**config.mk**
```make
export PLATFORM = sky130hd
export DESIGN_NAME = mul_div_seq
export DESIGN_NICKNAME = d
export VERILOG_FILES = /design/src/rtl/mul_div_pkg.sv /design/src/rtl/md_step.sv /design/src/rtl/mul_div_seq.sv
export SDC_FILE = /design/constraint.sdc
export NUM_CORES = 1
export LEC_CHECK = 0
export ABC_AREA = 1
export ABC_CLOCK_PERIOD_IN_PS = 3200
export CAP_MARGIN = 20
export CORE_MARGIN = 1.5
export CORE_UTILIZATION = 40
export DETAILED_ROUTE_END_ITERATION = 12
export GPL_TIMING_DRIVEN = 0
export MAX_ROUTING_LAYER = met4
export PLACE_DENSITY_LB_ADDON = 0.08
export RECOVER_POWER = 50
export SYNTH_ARGS = -nofsm -noshare
export SYNTH_HDL_FRONTEND = slang
export SYNTH_HIERARCHICAL = 1
export SYNTH_SLANG_ARGS = --single-unit
```
**constraint.sdc**
```tcl
create_clock -name clk -period 3.2 [get_ports clk]
set_input_delay 0.32 -clock clk [delete_from_list [all_inputs] [get_ports clk]]
set_output_delay 0.32 -clock clk [all_outputs]
set_load 0.05 [all_outputs]
```
**src/rtl/mul_div_pkg.sv**
```systemverilog
// Shared encodings for the ALU family: ALU operation codes, the
// multiply/divide op select and the multiply/divide FSM states.
package mul_div_pkg;

    // ALU operation constants used by the surrounding datapath
    localparam logic [3:0] ALU_ADD  = 4'h0;
    localparam logic [3:0] ALU_SUB  = 4'h1;
    localparam logic [3:0] ALU_AND  = 4'h2;
    localparam logic [3:0] ALU_OR   = 4'h3;
    localparam logic [3:0] ALU_XOR  = 4'h4;
    localparam logic [3:0] ALU_SLL  = 4'h5;
    localparam logic [3:0] ALU_SRL  = 4'h6;
    localparam logic [3:0] ALU_MULD = 4'h7;

    // Operation select of the sequential multiply/divide unit
    typedef enum logic {
        MD_MUL  = 1'b0,
        MD_DIVU = 1'b1
    } md_op_e;

    // Multiply/divide controller states
    typedef enum logic [1:0] {
        IDLE = 2'd0,
        CALC = 2'd1,
        DONE = 2'd2
    } md_state_e;

endpackage

```
**src/rtl/md_step.sv**
```systemverilog
// One iteration of the multiply/divide datapath, purely combinational.
// acc holds {hi, lo}: for MUL hi is the running partial product and lo the
// remaining multiplier bits; for DIVU hi is the partial remainder and lo the
// dividend bits still to shift in, with quotient bits entering at the bottom.
module md_step
    import mul_div_pkg::*;
#(
    parameter int W = 32
) (
    input  md_op_e           op_i,
    input  logic [W-1:0]     opnd_i,
    input  logic [2*W-1:0]   acc_i,
    output logic [2*W-1:0]   acc_o
);

    logic [W-1:0] hi;
    logic [W-1:0] lo;
    logic [W:0]   addend;
    logic [W:0]   sum;
    logic [W:0]   part;
    logic [W:0]   diff;
    logic         ge;

    // Shift-and-add for MUL, restoring subtract-and-shift for DIVU
    always_comb begin
        hi     = acc_i[2*W-1:W];
        lo     = acc_i[W-1:0];
        addend = lo[0] ? {1'b0, opnd_i} : '0;
        sum    = {1'b0, hi} + addend;
        // Partial remainder needs W+1 bits before the trial subtraction
        part   = {hi, lo[W-1]};
        diff   = part - {1'b0, opnd_i};
        // part < 2*divisor, so the top bit of diff is exactly the borrow
        ge     = ~diff[W];
        if (op_i == MD_MUL) begin
            acc_o = {sum, lo[W-1:1]};
        end else begin
            acc_o = {(ge ? diff[W-1:0] : part[W-1:0]), lo[W-2:0], ge};
        end
    end

endmodule

```
**src/rtl/mul_div_seq.sv**
```systemverilog
// Sequential unsigned multiplier / restoring divider with valid/ready
// handshakes on both request and result sides. One bit per cycle, BITSIZE
// cycles per operation; divide by zero short-circuits straight to DONE.
module mul_div_seq
    import mul_div_pkg::*;
#(
    parameter int BITSIZE = 32
) (
    input  logic               clk,
    input  logic               rstn_i,
    input  logic               valid_i,
    output logic               ready_o,
    input  logic               op_i,
    input  logic [BITSIZE-1:0] A_i,
    input  logic [BITSIZE-1:0] B_i,
    output logic               valid_o,
    input  logic               ready_i,
    output logic [BITSIZE-1:0] R_o,
    output logic [BITSIZE-1:0] H_o,
    output logic               div_zero_o
);

    localparam int CNT_W = $clog2(BITSIZE) + 1;
    localparam logic [CNT_W-1:0] LAST_STEP = CNT_W'(BITSIZE - 1);

    md_state_e            state_q, state_d;
    logic [CNT_W-1:0]     cnt_q, cnt_d;
    logic [2*BITSIZE-1:0] acc_q, acc_d;
    md_op_e               op_q, op_d;
    logic [BITSIZE-1:0]   opnd_q, opnd_d;
    logic [BITSIZE-1:0]   r_q, r_d;
    logic [BITSIZE-1:0]   h_q, h_d;
    logic                 dz_q, dz_d;
    logic [2*BITSIZE-1:0] step_acc;
    md_op_e               req_op;

    assign req_op = md_op_e'(op_i);

    md_step #(.W(BITSIZE)) u_step (
        .op_i   (op_q),
        .opnd_i (opnd_q),
        .acc_i  (acc_q),
        .acc_o  (step_acc)
    );

    // Handshake flags depend on state only, never on the incoming valid/ready
    assign ready_o    = (state_q == IDLE);
    assign valid_o    = (state_q == DONE);
    assign R_o        = r_q;
    assign H_o        = h_q;
    assign div_zero_o = dz_q;

    // Next-state and datapath control
    always_comb begin
        state_d = state_q;
        cnt_d   = cnt_q;
        acc_d   = acc_q;
        op_d    = op_q;
        opnd_d  = opnd_q;
        r_d     = r_q;
        h_d     = h_q;
        dz_d    = dz_q;
        case (state_q)
            IDLE: begin
                if (valid_i) begin
                    op_d  = req_op;
                    cnt_d = '0;
                    // The accumulator low half holds the operand consumed bit by bit
                    if (req_op == MD_MUL) begin
                        acc_d  = {{BITSIZE{1'b0}}, B_i};
                        opnd_d = A_i;
                    end else begin
                        acc_d  = {{BITSIZE{1'b0}}, A_i};
                        opnd_d = B_i;
                    end
                    if (req_op == MD_DIVU && B_i == '0) begin
                        state_d = DONE;
                        r_d     = '1;
                        h_d     = A_i;
                        dz_d    = 1'b1;
                    end else begin
                        state_d = CALC;
                    end
                end
            end
            CALC: begin
                acc_d = step_acc;
                cnt_d = cnt_q + CNT_W'(1);
                if (cnt_q == LAST_STEP) begin
                    state_d = DONE;
                    r_d     = step_acc[BITSIZE-1:0];
                    h_d     = step_acc[2*BITSIZE-1:BITSIZE];
                    dz_d    = 1'b0;
                end
            end
            DONE: begin
                if (ready_i) begin
                    state_d = IDLE;
                end
            end
            default: begin
                state_d = IDLE;
            end
        endcase
    end

    // State and datapath registers, all cleared by reset
    always_ff @(posedge clk or negedge rstn_i) begin
        if (!rstn_i) begin
            state_q <= IDLE;
            cnt_q   <= '0;
            acc_q   <= '0;
            op_q    <= MD_MUL;
            opnd_q  <= '0;
            r_q     <= '0;
            h_q     <= '0;
            dz_q    <= 1'b0;
        end else begin
            state_q <= state_d;
            cnt_q   <= cnt_d;
            acc_q   <= acc_d;
            op_q    <= op_d;
            opnd_q  <= opnd_d;
            r_q     <= r_d;
            h_q     <= h_d;
            dz_q    <= dz_d;
        end
    end

endmodule
```
== Word level (Yosys, flattened, before mapping) ==
Cells that the tools add are included.
Widths: inputs -> output; s select.

* Output and inout port bits: 67
* Logic and storage cells: 53
* Register bits: 170

* Multiplexer cells: 26
* Bitwise gates (word level): 1
* Equality and inequality tests: 7
* $add $sub $neg: 3
* Reductions and logical operators: 8

{| class="wikitable"
|+ Operators with widths
! cell !! count
|-
| $mux 32 || 10
|-
| $mux 64 || 2
|-
| $pmux 32 s2 || 2
|-
| $pmux 64 s2 || 1
|-
| $add 32x33->33 || 1
|-
| $sub 33x32->33 || 1
|-
| $logic_not 32->1 || 1
|-
| $pmux 6 s2 || 1
|-
| $mux 2 || 4
|-
| $add 6x1->6 const B || 1
|-
| $eq 6x5->1 const B || 1
|-
| $mux 6 || 1
|-
| $pmux 2 s3 || 1
|-
| $ne 2x1->1 const B || 2
|-
| $ne 2x2->1 const B || 2
|-
| $reduce_and 2->1 || 2
|-
| $reduce_and 4->1 || 1
|-
| $mux 1 || 3
|-
| $reduce_and 3->1 || 1
|-
| $eq 2x1->1 const B || 1
|-
| $eq 2x2->1 const B || 1
|-
| $logic_not 2->1 || 1
|-
| $pmux 1 s2 || 1
|-
| $reduce_bool 2->1 || 1
|-
| other kinds (2) || 2
|}

== Depth between registers and ports, before layout ==
* Word-level depth: 5
* Gate-level depth with buffers: 22
* Depth with buffers taken out: 21

== Hierarchy ==
Netlist, hierarchy kept.

{| class="wikitable"
|+ Modules (own cells, without submodules)
! module !! seq. area each (um2) !! cells an instance !! times used !! area an instance (um2)
|-
| mul_div_seq || 4,254.1 || 1,021 || 1 || 8,030.2
|-
| md_step || 0.0 || 1,300 || 1 || 6,372.4
|}

== Worst setup path before layout ==
Ideal clock, no wire load.

* Kind: reg2reg
* From: register acc_q[0]
* To: register h_q[11], in the netlist H_o[11]
* Period minus slack after synthesis: 2,608 ps
* Path buffers: 2
* Path slack: 592 ps
* Cell stages (with the launch flop): 21
* Data arrival time: 2,489 ps
* Cell sequence: dfrtp_1 > clkbuf_1 > clkbuf_1 > nand2_1 > inv_1 > fa_1 > nand2_1 > nand2_1 > o21ai_0 > inv_1 > nand2_1 > nand2_1 > nand2_1 > nand2_1 > or2_2 > nand3_1 > nand2_1 > inv_1 > o21ai_0 > nand3_1 > nand2_1

* Longest elaborated chain between the ends: 5

{| class="wikitable"
|+ Ends and longest elaborated chain
! item !! RTL line !! source
|-
| from (decl) || mul_div_seq.sv:28 || <nowiki>logic [2*BITSIZE-1:0] acc_q, acc_d;</nowiki>
|-
| from (signal assigned) || mul_div_seq.sv:112 || <nowiki>acc_q <= '0;</nowiki>
|-
| from (signal assigned) || mul_div_seq.sv:121 || <nowiki>acc_q <= acc_d;</nowiki>
|-
| $mux 32 || md_step.sv:28 || <nowiki>addend = lo[0] ? {1'b0, opnd_i} : '0;</nowiki>
|-
| $add 32x33->33 || md_step.sv:29 || <nowiki>sum = {1'b0, hi} + addend;</nowiki>
|-
| $mux 64 || md_step.sv:35 || <nowiki>if (op_i == MD_MUL) begin</nowiki>
|-
| named net step_acc[43] || mul_div_seq.sv:34 || <nowiki>logic [2*BITSIZE-1:0] step_acc;</nowiki>
|-
| $mux 32 || mul_div_seq.sv:89 || <nowiki>if (cnt_q == LAST_STEP) begin</nowiki>
|-
| $pmux 32 s2 || mul_div_seq.sv:63 || <nowiki>case (state_q)</nowiki>
|-
| to (signal assigned) || mul_div_seq.sv:116 || <nowiki>h_q <= '0;</nowiki>
|-
| to (signal assigned) || mul_div_seq.sv:125 || <nowiki>h_q <= h_d;</nowiki>
|-
| to (decl) || mul_div_seq.sv:32 || <nowiki>logic [BITSIZE-1:0] h_q, h_d;</nowiki>
|}

The timed path passes the listed nets, and every way through them passes these cells. The select of a mux whose other input is x is not followed.
A chain may end at the register's enable or synchronous reset.

== Worst setup path in the final report ==
* From: register acc_q[31]
* To: register acc_q[0]

* Longest elaborated chain between the ends: 4

{| class="wikitable"
|+ Ends and longest elaborated chain
! item !! RTL line !! source
|-
| $sub 33x32->33 || md_step.sv:32 || <nowiki>diff = part - {1'b0, opnd_i};</nowiki>
|-
| $not 1->1 || md_step.sv:34 || <nowiki>ge = ~diff[W];</nowiki>
|-
| $mux 64 || md_step.sv:35 ||
|-
| named net step_acc[0] || mul_div_seq.sv:34 ||
|-
| $pmux 64 s2 || mul_div_seq.sv:63 ||
|}

The timed path passes the listed nets, and every way through them passes these cells.

==> out/metrics.cfg <==
[run]
maxCapViolCount=1

[status]
violations=capacitance limit, slew limit
status=finished with violations

[setup_path]
crit_chain=clkinvlp_4 > ha_4 > fa_2 > inv_2 > nand2_1 > nand2_1 > nand3_2 > nand2_2 > nand2_2 > nand2_4 > nand2_8 > nand2_8 > nand2_8 > nand3_4 > buf_12 > nand2_1 > or2_2 > nand3_1 > nand2_1
critPathSlowestCell=dfrtp_1
r2r-start=acc_q[31]$_DFFE_PN0P_
rr_worst_depth=19
start_kind=register
r2r_end=acc_q[0]$_DFFE_PN0P_
critical_path_buf_inv_count=3
cpMostUsedCell=nand2_1
critPathCaptureType=register
path_class=reg2reg
r2r_setup_slack_ns=0.09
crit_path_max_fanout=7
crit_arrival_ns=3.43
critPathTopFamily=simple AND/OR/NAND/NOR gates
crit_required_ns=3.52
slowest_delay_ns=0.40

[sta]
fin_crit_ns=3.112
relSlewSlack=-0.2230
fin_skew_ns=0.01775
setup_viol=0
fin_crit_sh=0.9724
tns_ns=0
finalHoldViolations=0
worst_pin_slew_ns=1.834
timing.fmax_ghz=0.3214
layout_setup_ws_ns=0.08824
slew_viol_final=73

[routing]
drcViolationCount=0
ant_nets=0
met1_length_um=25000
via_per_inst=5.195
wirelength_um=57930
wl_met2_um=27740
routed.top_layer=met4
wire_per_inst_um=19.54
met3_length_um=2959
first_pass_iters=6
drt-initial-drc-count=1118
vias=15400

[hold_path]
hp-start=op_i
hold_path_end=opnd_q[29]$_DFFE_PN0P_
holdPathStages=4
min_path_type=in2reg

[layout]
final_area_um2=17320
area_growth_pct=20.28
fillers=3828
instances_no_fill=2965
final_net_count=2627
diodes=0
drive_above_1_share=0.09185
seqCellArea_um2=4255
multi_input_area_um2=8637

[clocking]
htreeDepth=4
clockBufferDepth=2
cts_buffers=17
clk_pin_slew_ns=0.07
cts_root_buf=clkbuf_16
cts.sinks=170
cts_tree=built
clk_latency_ns=0.44

[synthesis]
ys_types=48
async_flop_share=1.000
synth_edf_count=0
ys_ff_latch=170
synth_area_leaders=dfrtp_1, nand2_1, nand3_1, inv_1, ha_1
ys_warn_count=6
syn-cell-area_um2=14400
syn_nets=2457
yosysMostFrequentCell=nand2_1
postSynthCellCount=2321
yosysSeqAreaShare=0.2954
synth_common_cells=nand2_1, inv_1, nand3_1, dfrtp_1, nor2_1
synth_area_per_cell_um2=6.205
ys.flop_type=dfrtp_1
synth_top_area_share=0.2954
yosysTopAreaCell=dfrtp_1

[pwr]
powerDensity_nw_per_um2=1301
ir_drop_mv=0.7245
clock_power_share=0.102
p_comb_frac=0.706
p_int_uw=9838
switching_share=0.5633
p_total_uw=22530
switchingPower_uw=12690
leakage_uw=0.009199
power_frac_seq=0.192

[placed_design]
place_congestion=0.9524
placed_cell_area_um2=16350
placed_cells=2917
io_buffer_count=134
dp_slack_ns=-0.5169
hpwlAfterDp_um=47770

[global_routing]
antenna_found_initial=0
grt_max_degree=100
grt_overflow=0
grt_pass1_vias=15180
grt_first_pass_wirelength_um=87670
grt.total_usage=0.3281

[floorplanning]
die-area_um2=37150
initial_core_util=0.4059
die_h_um=192.8
coreArea_um2=35480
ios=136
rows=69
die_w_um=192.8

==> registers in the layout, indices dropped and copies added, names as in the netlist <==
name and count:
H_o 32, R_o 32, acc_q 64, cnt_q 6
div_zero_o 1, op_q 1, opnd_q 32, state_q 2
==> power groups by stage <==
stage	clock network [uW]	logic, uW	registers (uW)
floorplan	0	9210	5210
global placement	0	15000	4290
detailed placement	0	15200	4290
CTS	2330	15300	4290
global route	2420	17600	4440
finish	2300	15900	4330
==> per-stage QoR <==
stage	hold WS, ns	util
6_report	0.3287	0.4882
5_1_grt	0.3976	0.4882
4_1_cts	0.3190	0.4808
3_5_place_dp	0.3256	0.4609
3_3_place_gp	0.4566	0.4600
2_1_floorplan	0.02441	-
==> layout make-up <==
cell class | instances | area share
clock buffers | 17 | 0.02456
inverters | 313 | 0.06803
flip-flops and latches | 170 | 0.2456
plain buffers | 91 | 0.03033
repair buffers | 151 | 0.08732
well taps | 461 | 0.03329
clock inverters | 15 | 0.01228
multi-input cells | 1747 | 0.4986
==> layer usage <==
metal | up-vias | GRT usage
li1 | 7677 | -
met1 | 7185 | 0.4100
met2 | 455 | 0.5476
met5 | - | -
met3 | 85 | 0.03164
met4 | 0 | 0.1246
==> cells by family after synthesis <==
family                   Yosys count  synth area share
flip-flops                       170            0.2954
AND/OR/NAND/NOR                 1391            0.4154
adder cells (fa/ha/maj)           67           0.05925
AO/OA/AOI/OAI                    271            0.1019
buffers and inverters            405            0.1177
XOR/XNOR                          17           0.01034
==> placed cells by master, fill, tap and decap left out, types with 9 or more instances in the layout <==
| master | synthesis | routed |
|---|---|---|
| o21ai_1 | 7 | 20 |
| dfrtp_1 | 170 | 169 |
| inv_1 | 307 | 297 |
| buf_4 | 13 | 25 |
| nand3b_1 | 16 | 16 |
| a31oi_1 | 30 | 30 |
| inv_2 | 4 | 13 |
| a21oi_1 | 72 | 72 |
| nand2_1 | 866 | 859 |
| nand2_2 | 22 | 28 |
| nand3_2 | 8 | 16 |
| xnor2_1 | 9 | 9 |
| clkdlybuf4s50_1 | 0 | 133 |
| buf_2 | 21 | 23 |
| ha_1 | 65 | 59 |
| clkbuf_1 | 40 | 36 |
| nand4_1 | 18 | 18 |
| o21ai_0 | 138 | 120 |
| nand3_1 | 249 | 240 |
| nor2_1 | 141 | 141 |
| or2_2 | 40 | 40 |
| clkbuf_16 | 0 | 18 |
==> worst max path at each step <==
stage	start	to	slack, ns	depth (start not counted)
3_3_place_gp	rstn_i	acc_q[58]$_DFFE_PN0P_	-5.59	1
2_1_floorplan	acc_q[0]$_DFFE_PN0P_	H_o[11]$_DFFE_PN0P_	0.59	20
3_5_place_dp	acc_q[0]$_DFFE_PN0P_	H_o[28]$_DFFE_PN0P_	-0.52	18
4_1_cts	acc_q[0]$_DFFE_PN0P_	H_o[31]$_DFFE_PN0P_	0.0006	20
6_report	acc_q[31]$_DFFE_PN0P_	acc_q[0]$_DFFE_PN0P_	0.09	19
5_1_grt	acc_q[31]$_DFFE_PN0P_	H_o[15]$_DFFE_PN0P_	-0.007	21
==> tightest hold or removal path: stages <==
cell and delay [ns]:
buf_4 0.16, nand2_1 0.08, o21ai_0 0.07, o21ai_0 0.07
==> timing repair <==
action / 4_1_cts / 5_1_grt
endpoints found under the setup margin: 45 / 41
pin swaps: 1 / 21
gates cloned: 0 / 2
hold buffers: 1 / 0
buffers inserted: 4 / 10
hold endpoints to repair: 71 / 0
gates resized for setup: 13 / 69
Power figures use the tool's default switching activity.
